===== config.mk =====
export PLATFORM = sky130hd
export DESIGN_NAME = jtdsp16_xaau_stk
export DESIGN_NICKNAME = d
export VERILOG_FILES = /design/src/rtl/jtdsp16_xaau_stk.sv
export SDC_FILE = /design/constraint.sdc
export NUM_CORES = 1
export LEC_CHECK = 0
export ABC_AREA = 1
export CAP_MARGIN = 40
export CORE_ASPECT_RATIO = 0.7
export CORE_MARGIN = 5
export CORE_UTILIZATION = 45
export CTS_CLUSTER_DIAMETER = 120
export DETAILED_ROUTE_END_ITERATION = 10
export HOLD_SLACK_MARGIN = 0.05
export PLACE_DENSITY_LB_ADDON = 0.05
export SLEW_MARGIN = 0
export SYNTH_ARGS = -nofsm -noshare
export SYNTH_HDL_FRONTEND = slang
export SYNTH_SLANG_ARGS = --single-unit

===== constraint.sdc =====
create_clock -name clk -period 13.36 [get_ports clk]
set_input_delay 2.672 -clock clk [delete_from_list [all_inputs] [get_ports clk]]
set_output_delay 2.672 -clock clk [all_outputs]
set_load 0.01 [all_outputs]

===== src/rtl/jtdsp16_xaau_stk.sv =====
// Program-address unit for the JTDSP16 core: pc sequencing, pt/pi pointers,
// circular return stack, hardware repeat and single-level interrupt shadow.
module jtdsp16_xaau_stk #(
  parameter  int AW    = 16,
  parameter  int IW    = 12,
  parameter  int DEPTH = 4,
  parameter  int RW    = 8,
  localparam int PW    = $clog2(DEPTH),
  localparam int SW    = PW + 1
) (
  input  logic          clk,
  input  logic          rst,
  input  logic          cen,
  input  logic          goto_ja,
  input  logic          call_ja,
  input  logic          goto_pt,
  input  logic          call_pt,
  input  logic          ret,
  input  logic          iret,
  input  logic [IW-1:0] i_field,
  input  logic          load_pt,
  input  logic          load_pi,
  input  logic          load_i,
  input  logic          post_inc,
  input  logic [AW-1:0] load_data,
  input  logic          rep_load,
  input  logic [RW-1:0] rep_cnt,
  input  logic          pc_halt,
  input  logic          ext_irq,
  input  logic          clr_flags,
  output logic [AW-1:0] rom_addr,
  output logic [AW-1:0] pt,
  output logic [AW-1:0] pi,
  output logic [AW-1:0] stk_top,
  output logic [SW-1:0] sp,
  output logic          stk_ovf,
  output logic          stk_unf,
  output logic          shadow,
  output logic          irq_ack,
  output logic          rep_busy
);

  logic        [AW-1:0] pc, pc_inc, pc_next, jmp_ja;
  logic        [AW-1:0] pt_next, pi_next;
  logic signed [AW-1:0] i_ext;
  logic        [IW-1:0] i_reg;
  logic        [AW-1:0] stack [DEPTH];
  logic        [PW-1:0] wr_ptr;
  logic        [RW-1:0] rep_left, rep_next;
  logic                 irq_take, flow, hold, do_push, do_pop;
  logic                 ovf_set, unf_set, busy_next;

  assign rom_addr = pc;
  assign stk_top  = (sp == '0) ? '0 : stack[wr_ptr - PW'(1)];
  assign pc_inc   = pc + AW'(1);
  assign jmp_ja   = {pc[AW-1:IW], i_field};
  assign i_ext    = {{(AW-IW){i_reg[IW-1]}}, i_reg};
  assign irq_take = ext_irq && !shadow && !rep_busy;
  assign ovf_set  = do_push && (sp == SW'(DEPTH));

  always_comb begin
    pc_next = pc;
    do_push = 1'b0;
    do_pop  = 1'b0;
    unf_set = 1'b0;
    flow    = 1'b1;
    hold    = 1'b0;
    if (irq_take) begin
      pc_next = '0;
    end else if (iret) begin
      pc_next = pi;
    end else if (ret) begin
      if (sp != '0) begin
        pc_next = stk_top;
        do_pop  = 1'b1;
      end else begin
        pc_next = '0;
        unf_set = 1'b1;
      end
    end else if (call_pt) begin
      pc_next = pt;
      do_push = 1'b1;
    end else if (call_ja) begin
      pc_next = jmp_ja;
      do_push = 1'b1;
    end else if (goto_pt) begin
      pc_next = pt;
    end else if (goto_ja) begin
      pc_next = jmp_ja;
    end else begin
      flow = 1'b0;
      if (!rep_load && rep_left != '0) hold = 1'b1;
      else if (!pc_halt)                pc_next = pc_inc;
    end
  end

  // rep_busy stays up through the final pass of the repeated instruction so an
  // interrupt is only taken once the instruction after the repeat is fetched.
  always_comb begin
    rep_next = '0;
    if (!flow) begin
      if (rep_load)             rep_next = rep_cnt;
      else if (rep_left != '0) rep_next = rep_left - RW'(1);
    end
    busy_next = (rep_next != '0) || hold;
  end

  always_comb begin
    pt_next = pt;
    if (load_pt)       pt_next = load_data;
    else if (post_inc) pt_next = pt + i_ext;
    pi_next = pi;
    if (irq_take)     pi_next = pc;
    else if (load_pi) pi_next = load_data;
  end

  always_ff @(posedge clk or posedge rst) begin
    if (rst) begin
      pc       <= '0;
      pt       <= '0;
      pi       <= '0;
      i_reg    <= '0;
      sp       <= '0;
      wr_ptr   <= '0;
      rep_left <= '0;
      rep_busy <= 1'b0;
      shadow   <= 1'b0;
      stk_ovf  <= 1'b0;
      stk_unf  <= 1'b0;
      irq_ack  <= 1'b0;
    end else if (cen) begin
      pc       <= pc_next;
      pt       <= pt_next;
      pi       <= pi_next;
      if (load_i) i_reg <= load_data[IW-1:0];
      rep_left <= rep_next;
      rep_busy <= busy_next;
      irq_ack  <= irq_take;
      if (irq_take)  shadow <= 1'b1;
      else if (iret) shadow <= 1'b0;
      if (do_push) begin
        wr_ptr <= wr_ptr + PW'(1);
        if (!ovf_set) sp <= sp + SW'(1);
      end else if (do_pop) begin
        wr_ptr <= wr_ptr - PW'(1);
        sp     <= sp - SW'(1);
      end
      if (ovf_set)        stk_ovf <= 1'b1;
      else if (clr_flags) stk_ovf <= 1'b0;
      if (unf_set)        stk_unf <= 1'b1;
      else if (clr_flags) stk_unf <= 1'b0;
    end
  end

  // A push with the stack full lands on the oldest slot, giving circular discard.
  always_ff @(posedge clk or posedge rst) begin
    if (rst) begin
      for (int k = 0; k < DEPTH; k++) stack[k] <= '0;
    end else if (cen && do_push) begin
      stack[wr_ptr] <= pc_inc;
    end
  end

endmodule


# After elaboration in Yosys (flattened, before gate mapping)
# Cells that the tools add are included.
[totals] mem_count=0 mem_bits_rw=0 mem_bits_ro=0 wordCells=129 output_inout_bits=72 regBits=142 latch_bits=0 inputBits=53
[op_classes] n_addsub=7 n_mux=62 multipliers=0 reduce_logical=30 eq_ne=8 shift=0 div_mod_pow=0 bitwise_logic=2 n_lt_le_gt_ge=3
[ops] cell="16-bit 2-to-1 mux" count=18
[ops] cell="64-bit bitwise mux" count=1
[ops] cell="1-bit 2-to-1 mux" count=33
[ops] cell="16-bit binary-select mux with 2-bit select" count=1
[ops] cell="16-bit demux with 2-bit select" count=1
[ops] cell="8-bit 2-to-1 mux" count=3
[ops] cell="16-bit by 1-bit adder with 16-bit output, second input constant" count=1
[ops] cell="16-bit adder" count=1
[ops] cell="8-bit nonzero test" count=2
[ops] cell="2-bit AND reduction" count=7
[ops] cell="2-bit nonzero test" count=6
[ops] cell="3-bit 2-to-1 mux" count=3
[ops] cell="8-bit by 7-bit != test with 1-bit output, second input constant" count=1
[ops] cell="8-bit != test, second input constant" count=1
[ops] cell="8-bit by 1-bit subtractor with 8-bit output, second input constant" count=1
[ops] cell="3-bit >= comparator, second input constant" count=2
[ops] cell="1-bit logical AND" count=6
[ops] cell="6-bit by 1-bit != test with 1-bit output, second input constant" count=1
[ops] cell="6-bit by 5-bit != test with 1-bit output, second input constant" count=1
[ops] cell="6-bit != test, second input constant" count=1
[ops] cell="2-bit inverter with 3-bit output" count=2
[ops] cell="3-bit AND reduction" count=2
[ops] cell="5-bit by 1-bit != test with 1-bit output, second input constant" count=1
[ops] cell="5-bit AND reduction" count=1
[ops] cell="other kinds (12)" count=15

# Longest topological paths before layout
[logic_depth] depth_word=11 depth_mapped=16 ltp_nobuf=14

# Worst setup path before layout
# OpenSTA, ideal clock, no wires.
[synth_timing] kind="flip-flop to output port" start="register wr_ptr[0]" end="output port stk_top[1]" slack_ps=8632 stages_incl_launch_ff=13 t_arrival_ps=2056 path_cell_list="dfrtp_1 buf_2 inv_1 clkbuf_1 ha_1 buf_2 inv_1 clkbuf_1 a21oi_1 o21ai_0 nand2_1 nand2_1 inv_1"
[synth_via] elab_chain_len=6
[synth_lines] item="start: declaration" line_no="48" text="logic [PW-1:0] wr_ptr;"
[synth_lines] item="start signal: assignment" line_no="142" text="wr_ptr <= wr_ptr + PW'(1);"
[synth_lines] item="start signal: assignment" line_no="145" text="wr_ptr <= wr_ptr - PW'(1);"
[synth_lines] item="2-bit by 1-bit subtractor with 2-bit output" line_no="54" text="assign stk_top = (sp == '0) ? '0 : stack[wr_ptr - PW'(1)];"
[synth_lines] item="2-bit inverter with 3-bit output (implied by the code)" line_no="54"
[synth_lines] item="16-bit binary-select mux with 2-bit select" line_no="54"
[synth_lines] item="16-bit 2-to-1 mux (implied by the code) (2 in a row)" line_no="54"
[synth_lines] item="16-bit 2-to-1 mux" line_no="54"
[synth_lines] item="end: declaration" line_no="34" text="output logic [AW-1:0] stk_top,"
# Every way passes these cells. The select of a mux whose other input is x is not followed.

# Worst setup path after layout
[layout_timing] start="register wr_ptr[0]" end="output port stk_top[10]"
# Same word-level chain as after synthesis.

==> impl_metrics.yaml <==
worst_setup_path:
  path_cells: "inv_1 > buf_16 > ha_1 > inv_1 > a21oi_1 > o21ai_0 > a21oi_1 > clkdlybuf4s50_1"
  critPathSlowestCell: "clkdlybuf4s50_1"
  critPathMaxFanout: 26
  cp-end-kind: "output pin"
  worstPathArrival_ps: 2930
  critical_path.top_delay_family: "buffers and inverters"
  cpPeakStageDelay_ps: 620
  criticalPathCategory: "flop to output pin"
  cp.required_ps: 10690
  start_kind: "flop"
  critPathBufInv: 4
clock_network:
  clk_pin_slew_ps: 70
  cts_buffers: 17
  cts_resized: 0
  h-tree-depth: 4
  cts_tree: "done"
  clock_latency_ps: 430
  post_cts_buffers: 0
  clock_sinks: 142
  postCtsHoldBufs: 0
  clk_path_buf_depth: 2
  clockRootBuffer: "clkbuf_16"
global_routing:
  grt_pass1_wl_um: 46800
  grt_pass1_vias: 7940
  grt_max_degree: 70
  antenna_found_initial: 0
  gr-total-overflow: 0
  grt_use_total: 0.270
yosys:
  synth_most_common_cell: "nand2_1"
  yosysUniqueCellTypes: 41
  seq_area_frac_synth: 0.407
  synth_enable_flop_cells: 0
  async_reset_ff_frac: 1.00
  syn-mean-instance-area_um2: 7.12
  syn-num-nets: 1305
  syn_area_um2: 8740
  ys_warn_count: 0
  synth_top_cell_by_area: "dfrtp_1"
  synthFlopType: "dfrtp_1"
  ys_top_cells_by_area: "dfrtp_1, nand2_1, o21ai_0"
  synth_top_area_frac: 0.407
  ys_seq_elements: 142
  synthCells: 1228
  synth_commonest_cells: "nand2_1, inv_1, dfrtp_1"
power_and_ir_drop:
  p_sw_mw: 0.935
  leakage_nw: 5.15
  combPwrFrac: 0.475
  p_per_area_nw_per_um2: 208
  clkPwrFrac: 0.215
  p_int_mw: 1.32
  power_frac_seq: 0.310
  switching_share: 0.414
  ir_worst_vdd_v: 0.000134
timing:
  fin_skew_ps: 13.5
  period_share: 0.419
  rsz0062_at_grt: "no"
  setup_violations: 0
  holdWs_ps: 485
  maxSlewHeadroom: 0.496
  hold_viol: 0
  clock.fmax_ghz: 0.178
  tightestPinTransition_ps: 754
  finalMaxSlewViolations: 0
  finalSetupTns_ps: 0
  fin_crit_ps: 5600
finish:
  ff_latch_area_um2: 3550
  antenna_cells: 0
  fin_util: 0.572
  drive_above_1_share: 0.0573
  fin_nets: 1410
  multi_input_area_um2: 4410
  area_growth_pct: 24.1
  nFillCells: 1813
  finalInstanceArea_um2: 10800
  largest_reg_flops: 64
  top_register: "stack"
place:
  place_area_um2: 10300
  post-dp-hpwl_um: 22700
  gp_congestion: 0.930
  numPortBuffers: 124
floorplan:
  die_area_um2: 22400
  rows: 42
  ios: 125
  die_w_um: 177
  die_y_um: 127
  start_util: 0.461
  core_region_area_um2: 19000
detailed_routing:
  drc: 0
  wl_um: 30300
  dr_total_vias: 8708
  first_iter_violations: 979
  via_per_inst: 5.42
  drtAntennaViolNets: 0
  drt_first_pass_iters: 5
  wire_per_inst_um: 18.9
outcome:
  outcome: "finished, final reports clean"
worst_hold_path:
  hold_class: "flop to flop"
flow_run:
  cap_violations: 0
path summary, 6_finish.rpt:
check	depth (start not counted)	to	start	slack, ps
max in group asynchronous	3	stack[14]	rst	9810
hold reg to reg	2	stk_unf	stk_unf	490
setup / recovery	8	stk_top[10]	wr_ptr[0]	7760
setup reg to reg	13	rom_addr[13]	wr_ptr[0]	10860
min in group asynchronous	2	stack[59]	rst	2550
hold / removal	2	stk_unf	stk_unf	490
metal layers:
metal	wire, µm	global-route usage	share of wire
met1	14600	0.421	0.48
met2	12100	0.368	0.40
met3	3220	0.0791	0.11
met4	427	0.0568	0.014
met5	0	0	0
power groups by stage:
| stage | Sequential, mW | Clock (mW) | Combinational (mW) |
|---|---|---|---|
| 4_1_cts | 0.695 | 0.490 | 1.07 |
| 5_1_grt | 0.716 | 0.508 | 1.18 |
| 3_5_place_dp | 0.701 | 0 | 1.06 |
| 6_report | 0.699 | 0.486 | 1.07 |
| 2_1_floorplan | 0.677 | 0 | 0.599 |
| 3_3_place_gp | 0.699 | 0 | 1.03 |
stage by stage:
| step | instances | setup WS, ps | total power, mW |
|---|---|---|---|
| floorplan | 1228 | 6880 | 1.28 |
| global placement | 1572 | 7780 | 1.73 |
| detailed placement | 1578 | 7900 | 1.76 |
| CTS | 1608 | 7750 | 2.25 |
| global route | 1608 | 7560 | 2.41 |
| finish | 1608 | 7760 | 2.26 |
cell type report:
class	instances	share of cell area
flip-flops and latches	142	0.328
clock buffers	19	0.0408
multi-input cells	886	0.407
well taps	264	0.0305
repair buffers	137	0.129
clock inverters	11	0.0133
inverters	149	0.0520
kinds of logic (layout without fill, tap and decap cells):
| family | Yosys count | after routing | share of synthesized area |
|---|---|---|---|
| mux | 18 | 18 | 0.0232 |
| fa+ha+maj | 24 | 24 | 0.0361 |
| simple gates | 542 | 542 | 0.253 |
| compound gates | 284 | 284 | 0.175 |
| flops | 142 | 142 | 0.407 |
| xor+xnor | 18 | 18 | 0.0180 |
| buf+inv | 200 | 316 | 0.0886 |
worst register-to-register path, stage by stage, from the launching register on:
cell     delay, ps
dfrtp_1        380
inv_1          230
buf_16         210
ha_1           260
inv_1          490
a21oi_1         70
o21ai_0        100
nand2_1         60
nand2_1         60
inv_1           70
o22ai_1        150
nor2_1          90
o21ai_0        120
nand2_1         70
cells in the final DEF (no fill, tap or decap), drive strengths merged, types with 19 or more instances in the layout:
cell	count
o21ai	137
nand2	332
inv	148
dfrtp	142
a31oi	21
clkdlybuf4s50	124
nor2	132
clkbuf	19
nand3	55
ha	22
a21oi	92
(Power assumes the default switching activity.)
==> patch (same settings) <==
`RW`: 8 -> 9.
--- a/src/rtl/jtdsp16_xaau_stk.sv
+++ b/src/rtl/jtdsp16_xaau_stk.sv
@@ -4,7 +4,7 @@
   parameter  int AW    = 16,
   parameter  int IW    = 12,
   parameter  int DEPTH = 4,
-  parameter  int RW    = 8,
+  parameter  int RW    = 9,
   localparam int PW    = $clog2(DEPTH),
   localparam int SW    = PW + 1
 ) (
Interface: changed (resized rep_cnt); port bits go from 125 to 126. No check against the original RTL was run, so the function may have changed too.
==> patch against the unedited design <==
Setup slack got worse by 0.69 ns. Power fell by 1.3%. Routed wire length fell by 1.9%. Worst hold slack got worse by 0.0057 ns. Sequential cell count rose by 1. Synthesized area rose by 2.7%. Design area rose by 2.0%. Die area rose by 2.6%. Critical path type unchanged.
==> patch: results (changes against the unedited design) <==
status:
  status: "completed"  # unchanged
logic_synthesis:
  synthTopCellsByCount: "nand2_1 (374), dfrtp_1 (143), o21ai_0 (141)"  # was nand2_1 (328), inv_1 (146), dfrtp_1 (142)
  muxShareOfSynthArea: 0.00794  # was 0.0232
  synth_fa_ha_area_frac: 0.0337  # was 0.0361
  avgSynthCellArea_um2: 7.11  # was 7.12 µm²
  ys_top_cells_by_area: "dfrtp_1 (40%), nand2_1 (16%), o21ai_0 (7.9%)"  # was dfrtp_1 (41%), nand2_1 (14%), o21ai_0 (7.6%)
  yosysUniqueCellTypes: 48  # was 41
pwr:
  p_leak_nw: 5.38  # was 5.15 nW
  power-per-cell-area_mw_per_mm2: 201  # was 208 mW/mm²
setup_path:
  r2r-end: "rom_addr[11]"  # was rom_addr[13]
  max_stage_delay_ns: 0.76  # was 0.62 ns
  r2r_cells: 14  # was 13
  cp_slowest_cell: "ha_1"  # was clkdlybuf4s50_1
  arrival_ns: 3.62  # was 2.93 ns
final_layout:
  drive_gt1_frac: 0.0678  # was 0.0573
  clockBufferCount: 22  # was 19
  buffer_area_frac: 0.124  # was 0.129
  multi_input_gates: 931  # was 886
  clock_area_frac: 0.0551  # was 0.0541
detailed_routing:
  wl_met2_um: 12300  # was 12100 µm
  drt_first_pass_iters: 6  # was 5
  vias_per_cell: 5.39  # was 5.42
  drt-total-wl_um: 29800  # was 30300 µm
place:
  numPortBuffers: 125  # was 124
  gp_congestion: 0.956  # was 0.930
  hpwl_um: 22200  # was 22700 µm
sta:
  fin_skew_ns: 0.0121  # was 0.0135 ns
global_routing:
  gr-usage-met1: 0.413  # was 0.421
  grt_pass1_wl_um: 46600  # was 46800 µm
  grt_pass1_vias: 8277  # was 7940
  use_met3: 0.0534  # was 0.0791
-- patch: cell types whose count changed in the layout (fill, tap and decap cells not counted), moves of 3 or more --
| cell | delta |
|---|---|
| nor2_8 | +3 |
| o21bai_1 | -3 |
| o21ai_1 | +5 |
| nand2_1 | +46 |
| nand2_4 | +6 |
| xor2_1 | -5 |
| inv_1 | -14 |
| a21oi_1 | -22 |
| inv_2 | +4 |
| o21ai_0 | +9 |
| nor2_2 | +3 |
| mux2_2 | -12 |
| nor2_1 | +3 |
-- patch: worst max path at each step --
stage / depth (start not counted) / slack (ns) / to / from
floorplan: 1 / 6.85 / i_reg[0] / rst
global placement: 11 / 7.63 / stk_top[13] / wr_ptr[0]
detailed placement: 11 / 7.57 / stk_top[3] / wr_ptr[0]
CTS: 11 / 7.08 / stk_top[3] / wr_ptr[0]
global route: 9 / 6.82 / stk_top[10] / wr_ptr[0]
finish: 9 / 7.07 / stk_top[5] / wr_ptr[0]
